`src/rtl/sha_uart_ctrl.sv`:
```
// rtl/sha_uart_ctrl.sv - UART byte-stream sequencer for the SHA-256 compression core
// Frames: header byte, 64 block bytes, then ACK or 32-byte digest back to TX.
module sha_uart_ctrl #(
  parameter int          RX_TIMEOUT = 1000000,
  parameter logic [7:0]  ACK_BYTE   = 8'h06,
  parameter logic [7:0]  NAK_BYTE   = 8'h15
) (
  input  logic         clk,
  input  logic         rst,
  input  logic         i_rx_valid,
  input  logic [7:0]   i_rx_byte,
  output logic         o_tx_valid,
  output logic [7:0]   o_tx_byte,
  input  logic         i_tx_ready,
  output logic         o_blk_start,
  output logic         o_blk_first,
  output logic [511:0] o_blk_data,
  input  logic         i_core_done,
  input  logic [255:0] i_digest,
  output logic         o_busy,
  output logic         o_done
);

  typedef enum logic [2:0] {
    IDLE, LOAD, START, BUSY, SEND, ACK, NAK, DONE
  } state_t;

  localparam int TW = $clog2(RX_TIMEOUT + 1);

  state_t         state;
  logic [5:0]     cnt;
  logic [4:0]     idx;
  logic [TW-1:0]  timer;
  logic           first_flag;
  logic           last_flag;
  logic [255:0]   digest;

  assign o_busy = (state != IDLE);

  always_ff @(posedge clk) begin
    if (rst) begin
      state       <= IDLE;
      cnt         <= '0;
      idx         <= '0;
      timer       <= '0;
      first_flag  <= 1'b0;
      last_flag   <= 1'b0;
      digest      <= '0;
      o_tx_valid  <= 1'b0;
      o_tx_byte   <= '0;
      o_blk_start <= 1'b0;
      o_blk_first <= 1'b0;
      o_blk_data  <= '0;
      o_done      <= 1'b0;
    end else begin
      o_blk_start <= 1'b0;
      o_done      <= 1'b0;
      case (state)
        IDLE: begin
          if (i_rx_valid) begin
            first_flag <= i_rx_byte[0];
            last_flag  <= i_rx_byte[1];
            if (i_rx_byte[7:2] == 6'd0) begin
              state <= LOAD;
              cnt   <= '0;
              timer <= '0;
            end else begin
              state      <= NAK;
              o_tx_valid <= 1'b1;
              o_tx_byte  <= NAK_BYTE;
            end
          end
        end

        LOAD: begin
          // A byte arriving in the same cycle as the timeout still counts.
          if (i_rx_valid) begin
            o_blk_data <= {o_blk_data[503:0], i_rx_byte};
            cnt        <= cnt + 6'd1;
            timer      <= '0;
            if (cnt == 6'd63) begin
              state       <= START;
              o_blk_start <= 1'b1;
              o_blk_first <= first_flag;
            end
          end else if (timer == TW'(RX_TIMEOUT - 1)) begin
            state      <= NAK;
            o_tx_valid <= 1'b1;
            o_tx_byte  <= NAK_BYTE;
          end else begin
            timer <= timer + 1'b1;
          end
        end

        START: begin
          state       <= BUSY;
          o_blk_first <= 1'b0;
        end

        BUSY: begin
          if (i_core_done) begin
            digest     <= i_digest;
            o_tx_valid <= 1'b1;
            if (last_flag) begin
              state     <= SEND;
              idx       <= '0;
              o_tx_byte <= i_digest[255:248];
            end else begin
              state     <= ACK;
              o_tx_byte <= ACK_BYTE;
            end
          end
        end

        SEND: begin
          // The digest register shifts left so the next byte is always at [247:240].
          if (i_tx_ready) begin
            if (idx == 5'd31) begin
              state      <= DONE;
              o_tx_valid <= 1'b0;
              o_tx_byte  <= '0;
              o_done     <= 1'b1;
            end else begin
              idx       <= idx + 5'd1;
              o_tx_byte <= digest[247:240];
              digest    <= {digest[247:0], 8'h00};
            end
          end
        end

        ACK, NAK: begin
          if (i_tx_ready) begin
            state      <= IDLE;
            o_tx_valid <= 1'b0;
            o_tx_byte  <= '0;
          end
        end

        DONE: begin
          state <= IDLE;
        end

        default: state <= IDLE;
      endcase
    end
  end

endmodule

```
`config.mk`:
```
export PLATFORM = sky130hd
export DESIGN_NAME = sha_uart_ctrl
export DESIGN_NICKNAME = d
export VERILOG_FILES = /design/src/rtl/sha_uart_ctrl.sv
export SDC_FILE = /design/constraint.sdc
export NUM_CORES = 2
export LEC_CHECK = 0
export CAP_MARGIN = 10
export CORE_AREA = 2 2 307 309
export CTS_CLUSTER_DIAMETER = 30
export DETAILED_ROUTE_END_ITERATION = 7
export DIE_AREA = 0 0 309 311
export SETUP_SLACK_MARGIN = 0.15
export SLEW_MARGIN = 20
export SYNTH_ARGS = -nofsm -noshare
export SYNTH_HDL_FRONTEND = slang
export SYNTH_SLANG_ARGS = --single-unit
```
`constraint.sdc`:
```
create_clock -name clk -period 6.6 [get_ports clk]
set_input_delay 1.65 -clock clk [delete_from_list [all_inputs] [get_ports clk]]
set_output_delay 1.65 -clock clk [all_outputs]
set_load 0.01 [all_outputs]
```
Yosys cells after proc, flatten, opt, wreduce, memory -nomap -nowiden
Index checks and enable logic that the tools add are counted.

Reductions and logical operators: 20. Multiplexer cells: 53. $add $sub $neg: 3. Bitwise gates (word level): 4. Equal/unequal tests: 26.

Operator list (number): two-way mux 248 bit (3); case mux 248 bit (2 select lines) (1); two-way mux 20 bit (4); two-way mux 8 bit (9); case mux 20 bit (2 select lines) (1); case mux 8 bit (5 select lines) (1); two-way mux 3 bit (9); != test 2 bit (second input constant) (13); case mux 3 bit (7 select lines) (1); adder 20 x 1 -> 20 bit (second input constant) (1); == test 20 bit (second input constant) (1); two-way mux 5 bit (4); two-way mux 6 bit (3); two-way mux 1 bit (13); == test 3 bit (second input constant) (4); case mux 6 bit (2 select lines) (1); AND reduction 4 bit (3); case mux 5 bit (2 select lines) (1); != test 3 bit (second input constant) (3); AND reduction 9 bit (1); AND reduction 8 bit (1); AND reduction 7 bit (1); adder 6 x 1 -> 6 bit (second input constant) (1); == test 3 x 2 -> 1 bit (second input constant) (2); 17 further kinds (24).

Bits in registers: 808. Output and inout port bits: 525.

Longest topological paths before layout
Word-level depth: 4. Mapped depth: 10.

Worst setup path after synthesis
Ideal clock, no wire load.

Path type: input port to flip-flop. Start: input port i_rx_byte[2]. End: register timer[15]. Path slack: 3337 ps. Arrival time: 3137 ps. Cell stages on the path: 7. Cell sequence: or4_4 o31a_1 or2_1 buf_2 nand3_2 buf_6 a31oi_1.

Word-level cells in the longest chain between the ends: 3.

RTL lines: start: declaration (RTL line 11) `input logic [7:0] i_rx_byte,`; logical NOT 6 bit (RTL line 63) `if (i_rx_byte[7:2] == 6'd0) begin`; != test 2 bit (no line); AND reduction 4 bit (no line); end signal: assignment (RTL line 91) `timer <= timer + 1'b1;`; end: declaration (RTL line 33) `logic [TW-1:0] timer;`.

No other way between the ends. A chain may end at the register's enable or synchronous reset.

Worst setup path after layout
Start: register state[2]. End: output port o_busy.

Word-level cells in the longest chain between the ends: 1.

RTL lines: start: declaration (RTL line 30) `state_t state;`; start signal: assignment (RTL line 42) `state <= IDLE;`; start signal: assignment (RTL line 64) `state <= LOAD;`; start signal: assignment (RTL line 68) `state <= NAK;`; nonzero test 3 bit (RTL line 38) `assign o_busy = (state != IDLE);`; end: declaration (RTL line 20) `output logic o_busy,`.

No other way between the ends.

==> metrics <==
io pins 794; row count 112; commonest cells after routing, fill and taps aside nand2_1, dfxtp_1, clkdlybuf4s50_1, a21oi_1, nor2_1; Critical Path, Cell by Cell or3_1 > clkdlybuf4s50_1; Mapped Cells 3917; Req. time, crit path 4.95 ns; Hold Vio Cnt, Final 0; antenna-violating nets left 0; Total Routed Length 108 mm; Slew @ Worst Pin 1.09 ns; Cell Pwr Density 372 nW/µm²; Avg Cell Area, Syn 7.78 µm²; synth unique cells 62; net load switching power 0.00446 W; post-synthesis cell area 30500 µm²; final setup margin 2.41 ns; gr usage total 21.6%; CP Depth 2; Post-Syn Nets 4190; Reg2Reg Setup Slack 3.42 ns; Post-synth EDFFs 0; die area 96100 µm²; cell taking the most area after synthesis dfxtp_1; Initial Util 32.9%; DP HPWL 71.7 mm; CP Launch Point state[2]; H-Tree Depth 4; Net Sw Frac 26.4%; first-pass GRT wire length 163 mm; Port Buffer Count 793; root buf cell clkbuf_16; vias in the first global route 27700; RSZ-0062 raised after global routing false; Buf/Inv on CP 1; worst flop-to-flop path startpoint state[2]; clk_skew 0.0321 ns; placement-stage worst setup slack 2.25 ns; Crit path max-delay family flip-flops; Max VDD drop 268 µV; Sum Neg Setup Slack 0 ns; WL/cell 18.0 µm; Worst Setup EP o_busy; ys async rst share 0%; total chip power 0.0169 W; initial antenna violation count 15; Hold Path Class reg -> reg; most common cell after layout, fill and taps aside nand2_1; fin crit period 4.19 ns; Slew HR 27.6%; max incr delay on CP 0.91 ns; fmax 0.239 GHz; Max Root-Sink Buffers 3; post-CTS setup buffers 0; #FFs+latches synth 808; area share of the largest cell type after synthesis 53.1%; grt total ovfl 0; clock-pin slew on the worst setup and hold paths 0.05 ns; clock power share 54.7%; post-synthesis sequential area ratio 53.1%; Hold WS 0.449 ns; area grow syn2layout 48.9%; Max Slew Vio Count 0; Synthesis Warnings 0; maxcap violations 0; status complete, no violations; Die W 309 µm; Clock Sinks 808; Crit Reg-Reg Endpoint digest[155]; worst skew pair latency 0.75 ns; Vias 29200; fraction of layout cells with a size suffix above 1 7.23%; HP Start o_blk_data[374]; Setup-failing EPs final 0; Crit Path Category reg -> out; startpoint type of the worst setup path flip-flop; Hold-fix buffers, CTS 0; leakage 15.3 nW; PostCTS Resize Cnt 0; pin count of the biggest net entering global routing 210; vias per cell 4.86; Flop pwr share 33.2%; Remaining DRCs 0; Worst Reg-to-Reg Cells 5; Final Util 48.9%; Crit-path slowest cell dfxtp_1; Pint 0.0124 W; ys flop type dfxtp_1; CORE AREA 92800 µm²; Comb pwr share 12.1%; layout net count 4870; Worst EP arrival 2.54 ns; Die H 311 µm; crit end category output pin; fin crit share 63.5%; Initial DRC Count 2467; critical path peak fanout 25; Synth area leaders dfxtp_1, nand2_1, a21oi_1, a311oi_1, nor2_1; CTS tree yes; DR pass1 iterations 5; Num CTS Buffers 187; placer congestion estimate 0.842
power by group through the flow:
| stage | Clock (W) | Combinational, W | Sequential [W] |
|---|---|---|---|
| 3_3_place_gp | 0 | 0.00203 | 0.00566 |
| 4_1_cts | 0.00938 | 0.00205 | 0.00559 |
| 5_1_grt | 0.00965 | 0.00229 | 0.00564 |
| 3_5_place_dp | 0 | 0.00205 | 0.00567 |
| 6_report | 0.00922 | 0.00205 | 0.00560 |
| 2_1_floorplan | 0 | 0.00152 | 0.00559 |
cells in the mapped netlist (2+ instances only):
cell type	instances
nor4b_2	2
nand4b_1	3
buf_2	102
a21oi_1	551
mux2i_1	4
nand4_1	4
ha_1	4
o211ai_1	2
a21boi_0	2
a211oi_1	6
o31ai_1	3
o21ai_1	6
dfxtp_1	808
o21ai_0	6
nor3b_1	2
buf_6	2
nor4bb_1	2
nor4_1	6
o21a_1	7
clkbuf_1	200
a311oi_1	243
nor2b_1	2
o2111ai_1	2
nand3_1	22
buf_4	5
nand2_1	1544
buf_1	17
nor2_1	267
and2_1	4
xnor2_1	4
a41oi_1	5
o31a_1	2
nor4b_1	2
nand2b_1	3
a31oi_1	15
inv_1	10
a221oi_1	2
and3_1	6
nor3_1	7
or3_1	4
a22oi_1	8
tightest hold or removal path: stages (launching register included):
cell     delay, ns
dfxtp_1       0.32
nand2_1       0.06
a21oi_1       0.05
cell families (layout without fill, tap and decap cells):
| kind of cell | count (synthesis) | count (layout) | share of synthesized area [%] |
|---|---|---|---|
| DFF | 808 | 808 | 53.1 |
| xor gates and xnor gates | 4 | 4 | 0.115 |
| AOI/OAI and AO/OA | 870 | 870 | 17.9 |
| adders and majority gates | 4 | 4 | 0.164 |
| and+or+nand+nor | 1890 | 1890 | 24.0 |
| muxes | 4 | 4 | 0.131 |
| other | 0 | 14 | 0 |
| buffers and inverters | 337 | 1161 | 4.68 |
sequential cells by signal, indices dropped and copies added, names as in the netlist, 3 cells and up:
register / count
digest: 248
o_tx_byte: 8
timer: 20
state: 3
cnt: 6
o_blk_data: 512
idx: 5
area by class of cell:
class                           count  area [µm²]
Clock inverter                     79        1070
Multi-Input combinational cell   2772       12900
Tap cell                         1254        1570
Timing Repair Buffer              817        8250
Clock buffer                      254        5330
Fill cell                        8966       47400
Antenna cell                       14        35.0
Sequential cell                   808       16200
Inverter                           11        41.3
worst min-delay path by stage:
stage / to / slack, ns / cells after the start
after floorplan: digest[0] / 0.43 / 2
after global placement: digest[6] / 0.44 / 2
after detailed placement: digest[6] / 0.45 / 2
after CTS: digest[6] / 0.45 / 2
after global routing: o_blk_data[504] / 0.47 / 2
final: o_blk_data[382] / 0.45 / 2
per-layer routing:
layer	track usage, %	part of all wire (%)	wire length, µm
met5	0	0.020	22
met2	35.3	48	51900
met3	7.08	7.4	7970
met4	10.0	3.6	3860
met1	25.6	41	44600
stage by stage:
step	std cells	cell area, µm²
6_report	6009	45400
5_1_grt	6007	45400
4_1_cts	5995	45400
3_5_place_dp	5662	39000
3_3_place_gp	5662	39000
2_1_floorplan	3917	30500
(Power assumes the default switching activity.)
